## config.mk

```make
export PLATFORM = sky130hd
export DESIGN_NAME = csr_timer_intc_flat
export DESIGN_NICKNAME = d
export VERILOG_FILES = /design/src/rtl/csr_timer_intc_if.sv /design/src/rtl/csr_timer_intc.sv /design/src/flat_wrapper.sv
export SDC_FILE = /design/constraint.sdc
export NUM_CORES = 1
export LEC_CHECK = 0
export BUFFER_PORTS_ARGS = -buffer_cell sky130_fd_sc_hd__buf_2
export CAP_MARGIN = 40
export CORE_ASPECT_RATIO = 1.5
export CORE_MARGIN = 3
export CORE_UTILIZATION = 41
export DETAILED_ROUTE_END_ITERATION = 8
export HOLD_SLACK_MARGIN = 0.06
export PLACE_DENSITY = 0.67
export SETUP_SLACK_MARGIN = 0.1
export SLEW_MARGIN = 20
export SYNTH_ARGS = -nofsm -noshare
export SYNTH_HDL_FRONTEND = slang
export SYNTH_SLANG_ARGS = --single-unit
```

## constraint.sdc

```tcl
create_clock -name clk -period 3.5 [get_ports clk]
set_input_delay 1.05 -clock clk [delete_from_list [all_inputs] [get_ports clk]]
set_output_delay 1.05 -clock clk [all_outputs]
set_load 0.005 [all_outputs]
```

## src/rtl/csr_timer_intc_if.sv

```systemverilog
// CSR-side bus of the timer / interrupt-source stage: register write strobes
// in, timer state and interrupt status out.
interface csr_timer_intc_if;
    // Write strobes have no ready: a strobe that is high at a rising edge is
    // always accepted at that edge, and back-to-back strobes are legal.
    logic        tcfg_wen;
    logic [31:0] tcfg_wdata;
    logic        ticlr_wen;
    logic [31:0] ticlr_wdata;
    logic [1:0]  estat_is_soft;
    logic [12:0] ecfg_lie;
    logic        crmd_ie;
    logic [31:0] tcfg;
    logic [31:0] tval;
    logic        timer_int;
    logic [7:0]  is_hard;
    logic        ipi;
    logic [63:0] stable_cnt;
    logic        int_pending;

    modport master (
        output tcfg_wen, tcfg_wdata, ticlr_wen, ticlr_wdata,
        output estat_is_soft, ecfg_lie, crmd_ie,
        input  tcfg, tval, timer_int, is_hard, ipi, stable_cnt, int_pending
    );

    modport slave (
        input  tcfg_wen, tcfg_wdata, ticlr_wen, ticlr_wdata,
        input  estat_is_soft, ecfg_lie, crmd_ie,
        output tcfg, tval, timer_int, is_hard, ipi, stable_cnt, int_pending
    );
endinterface

```

## src/rtl/csr_timer_intc.sv

```systemverilog
// LoongArch constant timer, 64-bit stable counter, interrupt-line synchronisers
// and the registered interrupt-pending request feeding the CSR file.
module csr_timer_intc #(
    parameter int TIMER_W     = 32,
    parameter int SYNC_STAGES = 2
) (
    input  logic            clk,
    input  logic            aresetn,
    input  logic [7:0]      hw_int,
    input  logic            ipi_in,
    csr_timer_intc_if.slave bus
);
    localparam logic [32:0] VAL_LIMIT = 33'd1 << TIMER_W;
    localparam logic [31:0] VAL_MASK  = 32'(VAL_LIMIT - 33'd1);

    logic [31:0] tcfg_q;
    logic [31:0] tval_q;
    logic        armed_q;
    logic        timer_int_q;
    logic [63:0] stable_cnt_q;
    logic [SYNC_STAGES-1:0][8:0] sync_q;
    logic        int_pending_q;

    logic        tmr_en;
    logic        tmr_periodic;
    logic        tmr_event;
    logic        tmr_clear;
    logic [31:0] reload_val;
    logic [31:0] wr_val;
    logic [31:0] tval_d;
    logic        armed_d;
    logic        timer_int_d;
    logic [12:0] is_vec;
    logic        int_pending_d;
    logic        unused_bits;

    assign tmr_en       = tcfg_q[0];
    assign tmr_periodic = tcfg_q[1];
    assign reload_val   = tcfg_q & ~32'd3;
    assign wr_val       = bus.tcfg_wdata & VAL_MASK;
    assign tmr_event    = tmr_en & armed_q & (tval_q == '0);
    assign tmr_clear    = bus.ticlr_wen & bus.ticlr_wdata[0];
    assign unused_bits  = ^bus.ticlr_wdata[31:1];

    // A TCFG write always reloads tval/armed, even on the edge an event fires.
    always_comb begin
        tval_d  = tval_q;
        armed_d = armed_q;
        if (bus.tcfg_wen) begin
            tval_d  = wr_val & ~32'd3;
            armed_d = bus.tcfg_wdata[0];
        end else if (tmr_event) begin
            if (tmr_periodic) begin
                tval_d = reload_val;
            end else begin
                armed_d = 1'b0;
            end
        end else if (tmr_en && (tval_q != '0)) begin
            tval_d = tval_q - 32'd1;
        end
    end

    // Set beats clear when an event and a TICLR land on the same edge.
    assign timer_int_d = tmr_event | (timer_int_q & ~tmr_clear);

    assign is_vec = {sync_q[SYNC_STAGES-1][8], timer_int_q, 1'b0,
                     sync_q[SYNC_STAGES-1][7:0], bus.estat_is_soft};
    assign int_pending_d = bus.crmd_ie & |(is_vec & bus.ecfg_lie);

    always_ff @(posedge clk or negedge aresetn) begin
        if (!aresetn) begin
            tcfg_q        <= '0;
            tval_q        <= '0;
            armed_q       <= 1'b0;
            timer_int_q   <= 1'b0;
            stable_cnt_q  <= '0;
            sync_q        <= '0;
            int_pending_q <= 1'b0;
        end else begin
            if (bus.tcfg_wen) begin
                tcfg_q <= wr_val;
            end
            tval_q        <= tval_d;
            armed_q       <= armed_d;
            timer_int_q   <= timer_int_d;
            stable_cnt_q  <= stable_cnt_q + 64'd1;
            sync_q        <= {sync_q[SYNC_STAGES-2:0], {ipi_in, hw_int}};
            int_pending_q <= int_pending_d;
        end
    end

    assign bus.tcfg        = tcfg_q;
    assign bus.tval        = tval_q;
    assign bus.timer_int   = timer_int_q;
    assign bus.is_hard     = sync_q[SYNC_STAGES-1][7:0];
    assign bus.ipi         = sync_q[SYNC_STAGES-1][8];
    assign bus.stable_cnt  = stable_cnt_q;
    assign bus.int_pending = int_pending_q;
endmodule
```

## src/flat_wrapper.sv

```systemverilog
// flat-port wrapper written by rule: the top's interface ports become plain ports
module csr_timer_intc_flat 
#(
    parameter int TIMER_W     = 32,
    parameter int SYNC_STAGES = 2
)
  (clk, aresetn, hw_int, ipi_in, bus_tcfg_wen, bus_tcfg_wdata, bus_ticlr_wen, bus_ticlr_wdata, bus_estat_is_soft, bus_ecfg_lie, bus_crmd_ie, bus_tcfg, bus_tval, bus_timer_int, bus_is_hard, bus_ipi, bus_stable_cnt, bus_int_pending);
  csr_timer_intc_if bus_i ();
  input  logic clk;
  input  logic aresetn;
  input  logic [7:0] hw_int;
  input  logic ipi_in;
  input wire logic [$bits(bus_i.tcfg_wen)-1:0] bus_tcfg_wen;
  input wire logic [$bits(bus_i.tcfg_wdata)-1:0] bus_tcfg_wdata;
  input wire logic [$bits(bus_i.ticlr_wen)-1:0] bus_ticlr_wen;
  input wire logic [$bits(bus_i.ticlr_wdata)-1:0] bus_ticlr_wdata;
  input wire logic [$bits(bus_i.estat_is_soft)-1:0] bus_estat_is_soft;
  input wire logic [$bits(bus_i.ecfg_lie)-1:0] bus_ecfg_lie;
  input wire logic [$bits(bus_i.crmd_ie)-1:0] bus_crmd_ie;
  output wire logic [$bits(bus_i.tcfg)-1:0] bus_tcfg;
  output wire logic [$bits(bus_i.tval)-1:0] bus_tval;
  output wire logic [$bits(bus_i.timer_int)-1:0] bus_timer_int;
  output wire logic [$bits(bus_i.is_hard)-1:0] bus_is_hard;
  output wire logic [$bits(bus_i.ipi)-1:0] bus_ipi;
  output wire logic [$bits(bus_i.stable_cnt)-1:0] bus_stable_cnt;
  output wire logic [$bits(bus_i.int_pending)-1:0] bus_int_pending;
  assign bus_i.tcfg_wen = bus_tcfg_wen;
  assign bus_i.tcfg_wdata = bus_tcfg_wdata;
  assign bus_i.ticlr_wen = bus_ticlr_wen;
  assign bus_i.ticlr_wdata = bus_ticlr_wdata;
  assign bus_i.estat_is_soft = bus_estat_is_soft;
  assign bus_i.ecfg_lie = bus_ecfg_lie;
  assign bus_i.crmd_ie = bus_crmd_ie;
  assign bus_tcfg = bus_i.tcfg;
  assign bus_tval = bus_i.tval;
  assign bus_timer_int = bus_i.timer_int;
  assign bus_is_hard = bus_i.is_hard;
  assign bus_ipi = bus_i.ipi;
  assign bus_stable_cnt = bus_i.stable_cnt;
  assign bus_int_pending = bus_i.int_pending;
  csr_timer_intc #(.TIMER_W(TIMER_W), .SYNC_STAGES(SYNC_STAGES)) u_core (.clk(clk), .aresetn(aresetn), .hw_int(hw_int), .ipi_in(ipi_in), .bus(bus_i));
endmodule
```

==> summary.txt, run 1 <==
Synthesized instance count - 683
Clk pwr share - 41.7%
CTS H-tree lvls - 4
Cell chosen for the clock root - clkbuf_16
Core footprint - 16,400 sq um
First-pass DRT Iterations - 4
Avg WL per Cell - 16.7 um
Crit Path Category - reg2reg
Post-synthesis sequential area ratio - 53.8%
Number of synthesized flops with an enable pin - 0
Die ar. - 18,500 sq um
Cell Rows - 57
# setup viols final - 0
Area Overhead vs Synth - 25.7%
Largest net degree at the start of global routing - 66
Final hold violations - 0
Vias post-DR - 5,870
TritonCTS clock tree - done
Slew @ Worst Pin - 705 ps
Num Clock Sinks - 149
CTS clock-pin slew for the worst setup and hold paths - 60 ps
Longest Clk Path Bufs - 2
Comb power frac - 11.2%
FFs w/ async S/R, synth - 100%
Register share of total power - 47.2%
Period minus WS final - 2860 ps
Total power - 4.12 mW
Relative slew slack - 52.6%
Status - finished clean
Clk Latency, worst-skew pair - 410 ps
First-pass GRT wire length - 29.8 mm
RePlAce Congestion - 0.813
Number of post-CTS setup repair buffers - 0
Final #Nets - 974
Vias in the first global route - 5,801
Die H - 165 um
RSZ-0062 raised after global routing - false
Fraction of power spent switching nets - 26.4%
Starting DRT DRC Count - 188
Synth unique cells - 54
Hold bufs inserted after CTS - 0
Power Density - 473 nW/um^2
Die W - 112 um
Share of layout cells above drive strength 1 - 29.7%
Switching Power - 1.09 mW
ANT nets after route - 0
Power Internal - 3.03 mW
Max-slew violations - 0
Global route total overflow - 0
Crit. End Element - register
Fin crit share - 81.8%
Syn Area/Cell - 10.1 sq um
Final clock skew - 8.29 ps
Crit path DAT - 3210 ps
Worst EP required - 3840 ps
Worst hold path class - reg2reg
Initial Utilization - 42.3%
Startpoint Class - register
GRT Util Overall - 19.7%
Maximum VDD drop - 0.000281 V
Final Cell Area - 8710 sq um
Core Util, Final - 53.1%
Main synth FF type - dfrtp_1
Fmax - 0.349 GHz
Leak Pwr - 4.24 nW
Yosys warns - 0
Port bufs - 199
IO Count - 232
Crit path max fanout - 18
Post-CTS Resized - 0
Syn Nets - 778
ANT cells - 0
Post-route DRC violation count - 0
Yosys reg bits - 149
Post-Place Cell Area - 8160 sq um
Setup TNS - 0 ps
Synth Cell Area - 6930 sq um
Initial antenna violation count - 1
CTS buffer count - 17
Detail Placement HPWL - 13.3 mm
Detailed Route WL - 18.3 mm
Max-cap viol count - 0
Vias/cell - 5.35
==> synthesized netlist by cell type, types with 8 or more instances <==
cell type | number | share of area, %
a21oi_1 | 8 | 0.58
mux2_2 | 11 | 1.8
nand2_1 | 74 | 4.0
xnor2_1 | 42 | 5.3
inv_1 | 26 | 1.4
clkbuf_1 | 20 | 1.1
nor4_1 | 15 | 1.4
buf_4 | 11 | 1.2
a22o_1 | 11 | 1.4
nor2_1 | 41 | 2.2
dfrtp_1 | 149 | 54
o21ai_0 | 64 | 4.6
nand4_1 | 14 | 1.3
and3_1 | 11 | 0.99
xor2_1 | 20 | 2.5
or3_1 | 10 | 0.90
nor3_1 | 29 | 2.1
o2bb2ai_1 | 10 | 1.3
nand3_1 | 30 | 2.2
==> final timing paths <==
| kind | start | endpoint | slack, ps | cells past startpoint |
|---|---|---|---|---|
| setup / recovery | u_core.bus.tval[0]$_DFFE_PN0P_ | u_core.bus.tval[26]$_DFFE_PN0P_ | 640 | 8 |
| hold / removal | u_core.sync_q[8]$_DFF_PN0_ | u_core.bus.ipi$_DFF_PN0_ | 350 | 0 |
| setup reg to reg | u_core.bus.tval[0]$_DFFE_PN0P_ | u_core.bus.tval[26]$_DFFE_PN0P_ | 640 | 8 |
| hold reg to reg | u_core.sync_q[8]$_DFF_PN0_ | u_core.bus.ipi$_DFF_PN0_ | 350 | 0 |
| max in group asynchronous | aresetn | u_core.bus.tval[8]$_DFFE_PN0P_ | 2200 | 2 |
| min in group asynchronous | aresetn | u_core.bus.stable_cnt[58]$_DFF_PN0_ | 630 | 1 |
==> cells by family (layout without fill, tap and decap cells) <==
group | Yosys count | count (layout) | synth area share [%]
flip-flops | 149 | 149 | 53.8
buffers and inverters | 62 | 270 | 3.99
XOR/XNOR | 62 | 62 | 7.83
AO/OA/AOI/OAI | 136 | 136 | 12.9
AND/OR/NAND/NOR | 261 | 261 | 19.4
adder cells (fa/ha/maj) | 2 | 2 | 0.361
multiplexers | 11 | 11 | 1.79
==> sequential cells by signal, indices dropped and copies added, names as in the netlist <==
signal                  cells
u_core.bus.tval            32
u_core.bus.ipi              1
u_core.bus.tcfg            32
u_core.bus.stable_cnt      64
u_core.bus.is_hard          8
u_core.bus.timer_int        1
u_core.sync_q               9
u_core.bus.int_pending      1
u_core.armed_q              1
==> placed cells by master, fill, tap and decap left out, types with 5 or more instances in the layout <==
master,count
o31ai_1,7
a22o_1,11
nand3_1,30
o21ai_0,64
and3_1,11
and2_1,6
inv_1,26
nor3_1,29
or4_1,7
nor4_1,15
nand4_1,14
buf_2,198
dfrtp_1,149
nand2b_1,5
and4_1,7
xor2_1,20
o2bb2ai_1,10
xnor2_1,42
clkinvlp_4,5
clkbuf_16,17
a21oi_1,8
nand2_1,74
nor2_1,41
mux2_2,11
buf_4,11
or3_1,10
==> power by group through the flow <==
stage / logic, mW / clock network, mW / registers [mW]
detailed placement: 0.467 / 0 / 1.97
CTS: 0.469 / 1.76 / 1.94
floorplan: 0.229 / 0 / 1.95
global placement: 0.462 / 0 / 1.97
finish: 0.460 / 1.72 / 1.94
global route: 0.516 / 1.83 / 1.96
==> through the flow <==
| step | instances | hold slack, ps | setup WS (ps) |
|---|---|---|---|
| after floorplan | 683 | 331 | 1140 |
| after CTS | 1097 | 350 | 621 |
| after detailed placement | 1066 | 336 | 627 |
| after global routing | 1097 | 356 | 380 |
| final | 1097 | 349 | 636 |
| after global placement | 1066 | 331 | 656 |
==> critical path: stages (launching register included) <==
cell and delay (ps):
dfrtp_1 400, inv_1 80, ha_1 180, nor4b_1 530, and4b_1 440, nand3_2 430
o31ai_1 420, o21bai_1 160, a22o_1 140
==> metal layers <==
layer  routed length, um  track usage, %  vias up
met5                  13               0        -
met4                 272            6.23        2
met3                1020            4.48       18
met2                9540            34.8      157
met1                7450            23.9     2865
li1                    -               -     2828
==> layout make-up <==
class	instances	area [sq um]
clock buffers	20	447
flip-flops and latches	149	3730
repair buffers	213	1140
inverters	26	97.6
well taps	206	258
fillers	1561	7690
multi-input cells	472	2930
clock inverters	11	104
Note: power is estimated with default switching activity, not from simulation.
==> run 2, diff against run 1 <==
ABC_AREA = 1   (was default)
PLACE_DENSITY = 0.65   (was 0.67)
clock period = 2.7 ns   (was 3.5 ns; I/O delays follow)
==> summary.txt, run 2 <==
Status - finished clean
Cell chosen for the clock root - clkbuf_16
Maximum VDD drop - 0.000335 V (+19%)
Vias post-DR - 8,042 (+37%)
Main synth FF type - dfrtp_1
CTS clock-pin slew for the worst setup and hold paths - 70 ps (about the same)
GRT Util Overall - 25.1% (+5.4 points)
Global route total overflow - 0 (unchanged)
Initial antenna violation count - 0 (-1)
Power Density - 633 nW/um^2 (+34%)
Commonest cells in the netlist - 487 x nand2_1, 149 x dfrtp_1, 128 x nor2_1, 89 x inv_1, 76 x nand3_1
Layout Cells excl Fill - 1,624 (+48%)
Leak Pwr - 5.55 nW (+31%)
Post-synthesis sequential area ratio - 44.3% (-9.4 points)
Worst EP required - 3020 ps (-820 ps)
Yosys reg bits - 149 (unchanged)
Period minus WS final - 2180 ps (-688 ps)
Startpoint Class - register
CP Capture Point - u_core.bus.tval[25]$_DFFE_PN0P_
Hold bufs inserted after CTS - 0 (unchanged)
Cell Rows - 63 (+11%)
First-pass DRT Iterations - 5 (+1)
Slew @ Worst Pin - 625 ps (-79.8 ps)
TritonCTS clock tree - done
Fin crit share - 80.6% (-1.3 points)
Starting DRT DRC Count - 474 (+150%)
Most frequent cells in the layout - 487 x nand2_1, 198 x buf_2, 149 x dfrtp_1
Dominant cells by area after synthesis - dfrtp_1 44%, nand2_1 22%, nor2_1 5.7%
Post-CTS Resized - 0 (unchanged)
Vias in the first global route - 8,316 (+43%)
Crit path DAT - 2500 ps (-710 ps)
ANT nets after route - 0 (unchanged)
R2R setup slack - 520 ps (-110 ps)
Longest Clk Path Bufs - 2 (unchanged)
Relative slew slack - 58.0% (+5.4 points)
IO Count - 232 (unchanged)
Largest net degree at the start of global routing - 59 (-11%)
Max-slew violations - 0 (unchanged)
CTS H-tree lvls - 4 (unchanged)
Cell taking the most area after synthesis - dfrtp_1
Avg WL per Cell - 16.6 um (-0.71%)
Placed Instances - 1,592 (+49%)
RSZ-0062 raised after global routing - false
Final Cell Area - 10,200 sq um (+18%)
Post-route DRC violation count - 0 (unchanged)
Die ar. - 22,300 sq um (+20%)
Initial Utilization - 42.2% (-0.097 points)
Core footprint - 19,900 sq um (+22%)
Port bufs - 199 (unchanged)
Crit. End Element - register
Crit path from - u_core.bus.tval[0]$_DFFE_PN0P_
Number of post-CTS setup repair buffers - 0 (unchanged)
First-pass GRT wire length - 42.6 mm (+43%)
Syn Area/Cell - 7.31 sq um (-28%)
Num Clock Sinks - 149 (unchanged)
Commonest non-fill, non-tap cell in the layout - nand2_1
Die W - 123 um (+9.6%)
ANT cells - 0 (unchanged)
Crit path max fanout - 32 (+14)
Detailed Route WL - 26.9 mm (+47%)
Worst reg2reg path endpoint - u_core.bus.tval[25]$_DFFE_PN0P_
Post-Place Cell Area - 9650 sq um (+18%)
Worst R2R Start - u_core.bus.tval[0]$_DFFE_PN0P_
Crit Path Category - reg2reg
Reg2reg path depth - 11 (+3)
Worst hold path class - in2async
FFs w/ async S/R, synth - 100% (unchanged)
Synthesized instance count - 1,151 (+69%)
Final clock skew - 11.1 ps (+2.84 ps)
Syn Nets - 1,246 (+60%)
Final #Nets - 1,446 (+48%)
Area Overhead vs Synth - 21.8%
Fmax - 0.460 GHz (+32%)
Setup TNS - 0 ps (unchanged)
Count leader, synth - nand2_1
Max-cap viol count - 0 (unchanged)
Synth unique cells - 35 (-35%)
RePlAce Congestion - 0.989 (+22%)
Yosys warns - 0 (unchanged)
Largest register FFs - 64 (unchanged)
CTS buffer count - 17 (unchanged)
Detail Placement HPWL - 21.3 mm (+60%)
Clk Latency, worst-skew pair - 440 ps (+30 ps)
# setup viols final - 0 (unchanged)
Area fraction of the dominant cell type after synthesis - 44.3% (-9.4 points)
Final hold violations - 0 (unchanged)
Share of layout cells above drive strength 1 - 21.1% (-8.6 points)
Synth Cell Area - 8410 sq um (+21%)
Die H - 181 um (+9.8%)
Number of synthesized flops with an enable pin - 0 (unchanged)
Vias/cell - 4.95 (-7.5%)
-- run 2: changes by cell type after synthesis, moves of 14 or more --
cell / previous run / this run
nor4_1: 15 / 1
clkbuf_1: 20 / 5
nand3_1: 30 / 76
inv_1: 26 / 89
xnor2_1: 42 / 20
nand4_1: 14 / 28
xor2_1: 20 / 42
nor2_1: 41 / 128
o21ai_0: 64 / 12
nand2_1: 74 / 487
-- run 2: worst min path at each step --
stage                                          start                              end  slack (ps)  cells past startpoint
after floorplan           u_core.sync_q[8]$_DFF_PN0_         u_core.bus.ipi$_DFF_PN0_         330                      0
after global placement    u_core.sync_q[7]$_DFF_PN0_  u_core.bus.is_hard[7]$_DFF_PN0_         330                      0
after detailed placement  u_core.sync_q[6]$_DFF_PN0_  u_core.bus.is_hard[6]$_DFF_PN0_         330                      0
after CTS                 u_core.sync_q[2]$_DFF_PN0_  u_core.bus.is_hard[2]$_DFF_PN0_         350                      0
after global routing      u_core.sync_q[2]$_DFF_PN0_  u_core.bus.is_hard[2]$_DFF_PN0_         350                      0
final                                        aresetn  u_core.bus.tcfg[26]$_DFFE_PN0P_         330                      1
-- run 2: layer usage --
metal	part of all wire, %	global-route usage (%)	vias up
met1	36	25.8	3711
met5	0	0	-
met2	54	45.4	253
li1	-	-	3994
met4	5.9	15.6	0
met3	4.9	4.95	84
-- run 2: stage by stage --
| step | hold WS [ps] | utilization, % | total power, mW | setup WS (ps) |
|---|---|---|---|---|
| global route | 354 | 51.4 | 6.86 | 290 |
| global placement | 332 | 48.4 | 4.11 | 574 |
| detailed placement | 335 | 48.4 | 4.14 | 536 |
| finish | 330 | 51.4 | 6.48 | 525 |
| floorplan | 331 | - | 3.56 | 868 |
| CTS | 351 | 51.4 | 6.54 | 518 |
-- run 2: final cells by class --
class,instances,area (sq um)
fill,2015,9700
multi-input combinational,879,4120
sequential,149,3730
timing repair buffer,212,1140
clock buffer,17,425
inverter,92,345
tap,260,325
clock inverter,15,163
-- run 2: cells by family (layout without fill, tap and decap cells) --
kind of cell    count (synthesis)  count (layout)  share of synthesized area, %
fa+ha+maj                       2               2                         0.298
buf+inv                       123             336                          6.70
flops                         149             149                          44.3
xor+xnor                       62              62                          6.46
simple gates                  795             795                          40.8
compound gates                 20              20                          1.43
-- run 2: critical path: stages, from the launching register on --
cell and delay, ps:
dfrtp_1 400, inv_1 100, ha_1 200, nand2_2 120, inv_2 80, nand2_2 60, nor2_4 160, nand4_2 160
nand2_2 260, nand2_4 290, nand2_1 160, nand2_1 70
-- run 2: power breakdown --
part	total [mW]	switching (mW)	internal (mW)
clock network	2.38	1.07	1.31
registers	2.60	0.214	2.39
logic	1.50	0.968	0.527
==> run 3, diff against run 2 <==
PLACE_DENSITY = 0.68   (was 0.65)
clock period = 1.82 ns   (was 2.7 ns; I/O delays follow)
==> summary.txt, run 3 (synthesized netlist as in run 2, its figures left out) <==
Status - finished clean
Reg2reg path depth - 13 (+2)
GRT Max-Usage Layer - met2
Worst R2R Start - u_core.bus.tval[0]$_DFFE_PN0P_
Clk Latency, worst-skew pair - 430 ps (about the same)
Worst reg2reg path endpoint - u_core.bus.tval[20]$_DFFE_PN0P_
TritonCTS clock tree - done
Cell chosen for the clock root - clkbuf_16
Max-cap viol count - 0 (unchanged)
Number of fillers in the final layout - 1,822 (-9.6%)
Final Hold Slack - 225 ps (-105 ps)
Initial Utilization - 42.2% (unchanged)
Max-slew violations - 0 (unchanged)
Commonest non-fill, non-tap cell in the layout - nand2_1
ANT cells - 0 (unchanged)
CTS clock-pin slew for the worst setup and hold paths - 60 ps (about the same)
Met3 Use GR - 3.83% (-1.1 points)
Register share of total power - 34.4% (-5.8 points)
Vias post-DR - 8,886 (+10%)
Detail Placement HPWL - 22.6 mm (+6.3%)
Avg WL per Cell - 16.9 um (+1.9%)
Comb power frac - 30.6% (+7.5 points)
Most frequent cells in the layout - 445 x nand2_1, 195 x buf_2, 138 x dfrtp_1
First-pass DRT Iterations - 5 (unchanged)
Min-Delay Startpoint - hw_int[4]
Area Overhead vs Synth - 43.8%
Power Density - 904 nW/um^2 (+43%)
WHS Endpoint - u_core.sync_q[4]$_DFF_PN0_
M2 GR Usage - 48.3% (+2.9 points)
Met1 GRT Util - 26.8% (+1.0 points)
Final #Nets - 1,587 (+9.8%)
Longest Clk Path Bufs - 2 (unchanged)
Post-route DRC violation count - 0 (unchanged)
Crit. End Element - register
ANT nets after route - 0 (unchanged)
Period minus WS final - 1800 ps (-371 ps)
CTS H-tree lvls - 4 (unchanged)
Share of layout cells above drive strength 1 - 37.4% (+16 points)
Starting DRT DRC Count - 634 (+34%)
Die W - 123 um (unchanged)
Slew @ Worst Pin - 337 ps (-288 ps)
Vias/cell - 5.03 (+1.7%)
Num Clock Sinks - 149 (unchanged)
Maximum VDD drop - 0.000553 V (+65%)
Crit Path Category - reg2reg
Fraction of power spent switching nets - 33.1% (-1.7 points)
# setup viols final - 0 (unchanged)
Switching Power - 3.62 mW (+61%)
Leak Pwr - 6.50 nW (+17%)
Final WS setup - 15.1 ps (-509 ps)
Clk pwr share - 35.0% (-1.7 points)
Layout Cells excl Fill - 1,765 (+8.7%)
First-pass GRT wire length - 44.1 mm (+3.4%)
Initial antenna violation count - 0 (unchanged)
Fmax - 0.554 GHz (+21%)
Final clock skew - 6.87 ps (-4.27 ps)
Worst EP required - 2140 ps (-880 ps)
CTS buffer count - 17 (unchanged)
R2R setup slack - 20 ps (-510 ps)
Final hold violations - 0 (unchanged)
Largest register FFs - 64 (unchanged)
Placed Instances - 1,695 (+6.5%)
Cell Rows - 63 (unchanged)
Die H - 181 um (unchanged)
Startpoint Class - register
GRT Util Overall - 26.0% (+0.91 points)
Core footprint - 19,900 sq um (unchanged)
Setup TNS - 0 ps (unchanged)
Min-Delay Path Depth - 1
Vias in the first global route - 8,589 (+3.3%)
Crit path DAT - 2130 ps (-370 ps)
Relative slew slack - 77.5% (+20 points)
RSZ-0062 raised after global routing - true
Detailed Route WL - 29.8 mm (+11%)
Crit path max fanout - 6 (-81%)
Die ar. - 22,300 sq um (unchanged)
RePlAce Congestion - 0.996 (+0.72%)
Largest net degree at the start of global routing - 38 (-36%)
Pre-CTS setup slack - -102 ps (-638 ps)
Fin crit share - 99.2% (+19 points)
Global route total overflow - 0 (unchanged)
Power Internal - 7.31 mW (+73%)
Port bufs - 199 (unchanged)
Worst hold path class - in2reg
IO Count - 232 (unchanged)
==> run 3: cell types whose count changed in the layout (fill, tap and decap cells not counted), moves of 6 or more <==
cell     change
buf_4      +122
nor2_1      -49
buf_6       +12
buf_12       +6
dfrtp_2     +11
nor3_1      -18
nor2_4      +12
nor3_2      +13
nand2_4      +8
nand2_2     +33
nor2_2      +37
dfrtp_1     -11
nand2_1     -42
==> run 3: stage by stage <==
step	cell area [sq um]	total power [mW]	utilization, %
6_report	12100	10.9	60.6
5_1_grt	12100	11.5	60.6
4_1_cts	11400	10.7	57.0
3_5_place_dp	10500	6.66	52.6
3_3_place_gp	10500	6.62	52.6
2_1_floorplan	8410	5.28	-
==> run 3: layer usage <==
metal  share of wire, %  up-vias  wire length [um]
li1                   -     4277                 -
met2                 54      323             15900
met1                 35     4175             10500
met4                6.7        0              2000
met3                4.4      111              1320
met5                  0        -                 0
==> run 3: timing repair <==
action,4_1_cts,5_1_grt
setup buffers,8,28
endpoints found under the setup margin,48,66
gates resized for setup,46,138
endpoints found under the hold margin,24,0
pin swaps,8,31
gates cloned,0,3
hold buffers,1,0
==> run 3: how the worst max path moves through the flow <==
stage	slack, ps	startpoint	cells after the start	to
3_5_place_dp	-100	u_core.bus.tval[29]$_DFFE_PN0P_	11	u_core.bus.tval[4]$_DFFE_PN0P_
5_1_grt	-60	u_core.bus.tval[12]$_DFFE_PN0P_	11	u_core.bus.tval[29]$_DFFE_PN0P_
2_1_floorplan	120	u_core.bus.tval[0]$_DFFE_PN0P_	12	u_core.bus.tval[8]$_DFFE_PN0P_
4_1_cts	40	u_core.bus.tval[1]$_DFFE_PN0P_	13	u_core.bus.tval[30]$_DFFE_PN0P_
3_3_place_gp	-60	u_core.bus.tval[30]$_DFFE_PN0P_	11	u_core.bus.tval[4]$_DFFE_PN0P_
6_report	20	u_core.bus.tval[0]$_DFFE_PN0P_	13	u_core.bus.tval[20]$_DFFE_PN0P_
==> run 3: area by class of cell <==
class / instances / area [sq um] / share of cell area, %
timing repair buffer: 353 / 2370 / 19.6
inverter: 92 / 350 / 2.90
sequential: 149 / 3740 / 31.0
tap: 260 / 325 / 2.69
multi-input combinational: 879 / 4660 / 38.6
clock inverter: 13 / 196 / 1.62
clock buffer: 19 / 443 / 3.66
==> run 3: worst max-delay path: stages (launching register included) <==
cell	delay, ps
dfrtp_1	390
inv_2	80
ha_4	150
nand2_4	70
buf_6	120
inv_4	50
nand2_4	40
nor2_4	130
nand4_4	120
nand2_4	140
nand2_8	100
clkbuf_16	190
nand2_2	50
nand2_1	40
==> run 3: power groups by stage <==
stage / sequential, mW / clock (mW) / combinational [mW]
floorplan: 3.86 / 0 / 1.42
global placement: 3.76 / 0 / 2.86
detailed placement: 3.77 / 0 / 2.90
CTS: 3.74 / 3.91 / 3.04
global route: 3.78 / 4.03 / 3.64
finish: 3.76 / 3.82 / 3.35
